`src/rtl/sync_edge.sv`:
```
// rtl/sync_edge.sv - two-flop synchronizer with a third flop for edge detection
module sync_edge #(
    parameter logic INIT = 1'b0
) (
    input  logic clock,
    input  logic reset,
    input  logic d_i,
    output logic level_o,
    output logic rise_o,
    output logic fall_o
);

    logic s1_q, s2_q, s3_q;

    always_ff @(posedge clock) begin
        if (reset) begin
            s1_q <= INIT;
            s2_q <= INIT;
            s3_q <= INIT;
        end else begin
            s1_q <= d_i;
            s2_q <= s1_q;
            s3_q <= s2_q;
        end
    end

    assign level_o = s2_q;
    assign rise_o  = s2_q & ~s3_q;
    assign fall_o  = ~s2_q & s3_q;

endmodule

```
`src/rtl/spi_slave.sv`:
```
// rtl/spi_slave.sv - SPI mode 0 slave, oversampled by the system clock,
// with a show-ahead transmit source and a pulsed receive sink.
module spi_slave #(
    parameter int W = 8
) (
    input  logic         clock,
    input  logic         reset,
    input  logic [W-1:0] in,
    output logic         get,
    input  logic         empty,
    output logic [W-1:0] out,
    output logic         put,
    input  logic         spi_cs_n,
    input  logic         spi_clock,
    input  logic         spi_mosi,
    output logic         spi_miso
);

    localparam int CW = (W > 2) ? $clog2(W) : 1;

    typedef enum logic {
        IDLE  = 1'b0,
        SHIFT = 1'b1
    } state_t;

    logic cs_lvl, cs_rise, cs_fall;
    logic sck_lvl, sck_rise, sck_fall;
    logic mosi_lvl, mosi_rise, mosi_fall;
    logic unused_edges;

    sync_edge #(.INIT(1'b1)) u_cs (
        .clock  (clock),
        .reset  (reset),
        .d_i    (spi_cs_n),
        .level_o(cs_lvl),
        .rise_o (cs_rise),
        .fall_o (cs_fall)
    );

    sync_edge #(.INIT(1'b0)) u_sck (
        .clock  (clock),
        .reset  (reset),
        .d_i    (spi_clock),
        .level_o(sck_lvl),
        .rise_o (sck_rise),
        .fall_o (sck_fall)
    );

    sync_edge #(.INIT(1'b0)) u_mosi (
        .clock  (clock),
        .reset  (reset),
        .d_i    (spi_mosi),
        .level_o(mosi_lvl),
        .rise_o (mosi_rise),
        .fall_o (mosi_fall)
    );

    assign unused_edges = ^{cs_rise, sck_lvl, mosi_rise, mosi_fall};

    state_t         state_q, state_d;
    logic [W-1:0]   tx_q, tx_d;
    logic [W-1:0]   rx_q, rx_d;
    logic [CW-1:0]  cnt_q, cnt_d;
    logic           done_q, done_d;
    logic [W-1:0]   out_q, out_d;
    logic           put_q, put_d;
    logic           load;

    always_comb begin
        state_d = state_q;
        tx_d    = tx_q;
        rx_d    = rx_q;
        cnt_d   = cnt_q;
        done_d  = done_q;
        out_d   = out_q;
        put_d   = 1'b0;
        load    = 1'b0;

        case (state_q)
            IDLE: begin
                // Clock edges seen in the same cycle as select are ignored here.
                if (cs_fall) begin
                    state_d = SHIFT;
                    load    = 1'b1;
                    cnt_d   = '0;
                    done_d  = 1'b0;
                end
            end
            SHIFT: begin
                if (sck_rise) begin
                    rx_d = {rx_q[W-2:0], mosi_lvl};
                    if (cnt_q == CW'(W - 1)) begin
                        cnt_d  = '0;
                        out_d  = rx_d;
                        put_d  = 1'b1;
                        done_d = 1'b1;
                    end else begin
                        cnt_d = cnt_q + 1'b1;
                    end
                end
                // Falling edge after a finished word fetches the next word.
                if (sck_fall) begin
                    if (done_q) begin
                        load   = 1'b1;
                        done_d = 1'b0;
                    end else begin
                        tx_d = {tx_q[W-2:0], 1'b0};
                    end
                end
            end
            default: state_d = IDLE;
        endcase

        if (cs_lvl) begin
            state_d = IDLE;
            load    = 1'b0;
            cnt_d   = '0;
            rx_d    = '0;
            done_d  = 1'b0;
            put_d   = 1'b0;
            out_d   = out_q;
        end

        if (load) begin
            tx_d = empty ? '0 : in;
        end
    end

    always_ff @(posedge clock) begin
        if (reset) begin
            state_q <= IDLE;
            tx_q    <= '0;
            rx_q    <= '0;
            cnt_q   <= '0;
            done_q  <= 1'b0;
            out_q   <= '0;
            put_q   <= 1'b0;
        end else begin
            state_q <= state_d;
            tx_q    <= tx_d;
            rx_q    <= rx_d;
            cnt_q   <= cnt_d;
            done_q  <= done_d;
            out_q   <= out_d;
            put_q   <= put_d;
        end
    end

    assign get      = load & ~empty & ~reset;
    assign out      = out_q;
    assign put      = put_q;
    assign spi_miso = (state_q == SHIFT) ? tx_q[W-1] : 1'b0;

endmodule

```
`config.mk`:
```
export PLATFORM = sky130hd
export DESIGN_NAME = spi_slave
export DESIGN_NICKNAME = d
export VERILOG_FILES = /design/src/rtl/sync_edge.sv /design/src/rtl/spi_slave.sv
export SDC_FILE = /design/constraint.sdc
export NUM_CORES = 1
export LEC_CHECK = 0
export CAP_MARGIN = 5
export CORE_MARGIN = 3
export CORE_UTILIZATION = 35
export DETAILED_ROUTE_END_ITERATION = 7
export GPL_TIMING_DRIVEN = 0
export HOLD_SLACK_MARGIN = 0.1
export PLACE_DENSITY = 0.57
export SLEW_MARGIN = 0
export SYNTH_ARGS = -nofsm -noshare
export SYNTH_HDL_FRONTEND = slang
export SYNTH_HIERARCHICAL = 1
export SYNTH_SLANG_ARGS = --single-unit
```
`constraint.sdc`:
```
create_clock -name clock -period 1.95 [get_ports clock]
set_input_delay 0.195 -clock clock [delete_from_list [all_inputs] [get_ports clock]]
set_output_delay 0.195 -clock clock [all_outputs]
set_load 0.01 [all_outputs]
```
# After elaboration in Yosys (flattened, before gate mapping)

Index checks and enable logic that the tools add are counted.

Register bits: 37
Input port bits: 14
Logic and storage cells: 63

Add/sub/neg operators: 1
Eq/ne operators: 4
Mux-type cells: 23
Bitwise gates (word level): 12
Reduce and logical (&&, ||, !) cells: 8

Operators by type and width:

| cell                  | count |
|---|---|
| $mux W8               | 5 |
| $mux W1               | 12 |
| $mux W3               | 3 |
| $not A1 Y1            | 7 |
| $pmux W3 S2           | 1 |
| $and A1 B1 Y1         | 5 |
| $ne A2 B2 Y1 const B  | 2 |
| $pmux W1 S2           | 2 |
| $reduce_and A2 Y1     | 2 |
| $reduce_and A4 Y1     | 1 |
| $reduce_bool A2 Y1    | 2 |
| $reduce_or A4 Y1      | 1 |
| $add A3 B1 Y3 const B | 1 |
| $eq A3 B3 Y1 const B  | 1 |
| $reduce_and A3 Y1     | 1 |
| $ne A2 B1 Y1 const B  | 1 |
| $reduce_or A2 Y1      | 1 |

# Logic depth before layout (Yosys ltp)

Word-level depth: 7
Gate-level depth with buffers: 6
Depth with buffers taken out: 5

# Cells and area by module

Netlist, hierarchy kept.

By module, submodules not included:

| module                 | times used | cells each | area each (um2) |
|---|---|---|---|
| spi_slave              | 1          | 159        | 1356.3 |
| sync_edge (u_mosi ...) | 2          | 8          | 91.3 |
| sync_edge (u_cs)       | 1          | 8          | 92.6 |

# Worst setup path before layout

OpenSTA, ideal clock, no wires.

Kind: reg-to-reg
Start: register u_cs.s2_q (netlist: u_cs/level_o)
End: register tx_q[1]
Library setup time: 86 ps
Arrival time: 1414 ps
Required time: 1864 ps
Path slack: 449 ps
Stages on the path, launching flop included: 6
Buffers on the path: 1
Period minus slack after synthesis: 1501 ps
Path through: dfxtp_1 -> and2b_1 -> or3b_1 -> buf_6 -> o21a_4 -> a221oi_2

Cells in the longest elaborated chain, start to end: 7
Elaborated cells on any way between the ends: 10
Those cells by class: eq/ne: 1; mux: 4; bitwise: 2; reduce/logical: 3

RTL lines:

| element                                                                    | RTL line         | source |
|---|---|---|
| start: declaration                                                         | sync_edge.sv:13  | `logic s1_q, s2_q, s3_q;` |
| start signal: assignment                                                   | sync_edge.sv:22  | `s2_q <= s1_q;` |
| $not A1 Y1 (*)                                                             | sync_edge.sv:29  | `assign fall_o = ~s2_q & s3_q;` |
| $and A1 B1 Y1 (*)                                                          | sync_edge.sv:29  |  |
| via cs_fall                                                                | spi_slave.sv:26  | `logic cs_lvl, cs_rise, cs_fall;` |
| $mux W1 (*)                                                                | spi_slave.sv:82  | `if (cs_fall) begin` |
| $pmux W1 S2 (*)                                                            | spi_slave.sv:79  | `case (state_q)` |
| $mux W1 (*)                                                                | spi_slave.sv:114 | `if (cs_lvl) begin` |
| $ne A2 B1 Y1 (no source line) / $reduce_bool A2 Y1 (equally long branches) | -                |  |
| $reduce_and A3 Y1 (no source line)                                         | -                |  |
| end signal: assignment                                                     | spi_slave.sv:140 | `tx_q <= tx_d;` |
| end: declaration                                                           | spi_slave.sv:61  | `logic [W-1:0] tx_q, tx_d;` |

Mark *: on every way through the listed nets, which the timed path passes. The rest lies on a longest branch.
A chain may end at the register's enable or synchronous reset.

# Final worst setup path

Start: register u_cs.s2_q (netlist: u_cs/level_o)
End: output port get

Cells in the longest elaborated chain, start to end: 7

RTL lines:

| element                    | RTL line         | source |
|---|---|---|
| $not A1 Y1                 | sync_edge.sv:29  |  |
| $and A1 B1 Y1              | sync_edge.sv:29  |  |
| via cs_fall                | spi_slave.sv:26  |  |
| $mux W1                    | spi_slave.sv:82  |  |
| $pmux W1 S2                | spi_slave.sv:79  |  |
| $mux W1                    | spi_slave.sv:114 |  |
| $and A1 B1 Y1 (2 in a row) | spi_slave.sv:149 | `assign get = load & ~empty & ~reset;` |
| end: declaration           | spi_slave.sv:9   | `output logic get,` |

The timed path passes the listed nets, and every way through them passes these cells.

==> results by group <==
STA
  – Max Fclk: around 550 MHz
  – Tmin final: 1820 ps
  – Slew at the pin closest to its max-slew limit: 459 ps
  – Period utilization: 0.932
  – Final setup fails: 0
  – Hold Violations, Final: 0
  – Worst slew margin: 0.693
  – Pins over their slew limit: 0
  – Setup TNS: 0 ps
  – Clock Skews: 5.38 ps
  – RSZ-0062 raised after global routing: no

Yosys
  – Mapped Avg Cell Area: 8.91 µm²
  – Net count after synthesis: about 190
  – Yosys warning count: 6
  – Post-Syn Area: 0.00159 mm²
  – Synthesized instance count: 178

Critical path
  – WS Path Type: register to output port
  – WP buf/inv: 2
  – Worst Path Arrival: 1620 ps
  – Crit-path cells: and2b_1, nor2b_1, buf_4, nor2_1, nor3_1, dlygate4sd1_1
  – Slowest-stage cell, CP: dfxtp_1
  – WP data required: 1750 ps
  – CP delay by family, top: simple AND/OR/NAND/NOR gates
  – Startpoint types: register
  – Worst Setup End Kind: output port
  – Largest stage delay, worst path: 420 ps
  – CP Max Fanout: 7

Cells and area
  – Layout cell share with drive strength beyond 1: 0.142
  – Commonest non-fill, non-tap cell in the layout: dfxtp_1
  – Final nets: approximately 230
  – Fillers: 400
  – Area growth from synthesis to layout: 27.8%
  – Most frequent cells in the layout: 37 x dfxtp_1, 35 x nand2_1, 22 x clkdlybuf4s50_1, 20 x a21oi_1
  – Antenna fix cells: 0

CTS
  – H-tree depth: 2
  – Root buffer cell: clkbuf_8
  – Clk Latency, worst-skew pair: 290 ps
  – CTS tree: yes
  – Clk slew on worst S/H paths: roughly 70 ps
  – Clock Tree Buf Depth: 2
  – Clock buffer count from CTS: 5
  – Hold buffers post-CTS: 0
  – Clk sinks: 37

Routing
  – Met2 wire len: 1.47 mm
  – Top layer reached by signal wires: met4
  – DR pass1 iterations: 4
  – Vias per cell: 4.98
  – DR vias: 1300
  – DR iter-0 viols: slightly below 100
  – Met3 WL: 157 µm
  – WL met1: 1.61 mm
  – Final ANT Viol Nets: 0
  – Post-Route WL: 3.31 mm
  – DRC viols: 0
  – Post-DR wirelength/cell: roughly 13 µm

Place
  – DP Wirelength: 2.37 mm
  – # port buffers: 24
  – GPL Wtd Cong: ~0.72

Die
  – # IOs: 25
  – Core ar.: about 0.0042 mm²
  – Die area: approximately 0.0054 mm²
  – Die W: 73.3 µm
  – Die Height: between 70 and 80 µm
  – Initial Utilization: 0.380
  – Site Rows: 23

Power
  – PwrDens: 752 mW/mm²
  – Leakage: 0.683 nW
  – Final Power: 1.52 mW
  – VDD IR max: 459 µV

Global route
  – Initial antenna violation count: 0
  – Vias in the first global route: between 1000 and 1500
  – GRT Residual Overflow: 0
  – Largest net degree at the start of global routing: 13
  – First-pass GRT wire length: about 5.7 mm
  – Total GRT Usage: 0.137

Run status
  – Status: finished clean

Run
  – Number of max-cap violations: 0

Hold path
  – Min-Delay Path Class: primary input to register
[cell type report]
class                           count  area, µm²  area share
Clock inverter                      2       37.5      0.0185
Sequential cell                    37        741       0.365
Tap cell                           50       62.6      0.0309
Buffer                             13       75.1      0.0370
Clock buffer                        6       82.6      0.0407
Inverter                            7       26.3      0.0130
Timing Repair Buffer               25        245       0.121
Multi-Input combinational cell    121        757       0.373
[metal layers]
layer | vias to the layer above | track usage
met4 | 0 | 0.0664
met2 | 31 | 0.205
met3 | 8 | 0.0342
met1 | 590 | 0.184
li1 | 671 | -
met5 | - | 0
[per-stage QoR]
| step | worst slack, ps | instance area [µm²] | utilization | std cells | hold slack (ps) |
|---|---|---|---|---|---|
| floorplan | 457 | 1590 | - | 178 | 267 |
| global route | 14.5 | 2030 | 0.486 | 261 | 426 |
| global placement | -314 | 1890 | 0.453 | 252 | 392 |
| CTS | 34.6 | 2010 | 0.483 | 260 | 381 |
| finish | 132 | 2030 | 0.486 | 261 | 379 |
| detailed placement | -333 | 1890 | 0.453 | 252 | 394 |
[sequential cells by signal (all words and copies together) (netlist names), 3 cells and up]
name / count
cnt_q: 3
tx_q: 8
rx_q: 7
out: 8
[timing repair]
| action | CTS | global route |
|---|---|---|
| endpoints found under the setup margin | 1 | 1 |
| setup buffers | 0 | 1 |
| resized for setup | 5 | 4 |
[where the power goes]
| part | total [mW] | leakage, nW | internal, mW | switching (mW) |
|---|---|---|---|---|
| Combinational | 0.0684 | 0.326 | 0.0389 | 0.0295 |
| Clock | 0.688 | 0.0574 | 0.416 | 0.272 |
| Sequential | 0.768 | 0.300 | 0.764 | 0.00419 |
[path summary, 6_finish.rpt]
path                                to  slack, ps  depth (start not counted)               startpoint
min          u_mosi/level_o$_SDFF_PP0_        380                          2                    reset
max                                get        130                          6  u_cs/level_o$_SDFF_PP1_
min reg2reg    u_cs/level_o$_SDFF_PP1_        410                          1     u_cs/s1_q$_SDFF_PP1_
max reg2reg       tx_q[5]$_SDFFE_PP0P_        330                          5  u_cs/level_o$_SDFF_PP1_
[worst reg2reg max path, stage by stage (launching register included)]
cell      delay (ps)
dfxtp_1          360
and2b_1          240
or3b_1           370
buf_6            150
o21a_4           160
a221oi_2         270
No activity file was read; power rests on OpenSTA's default activity.
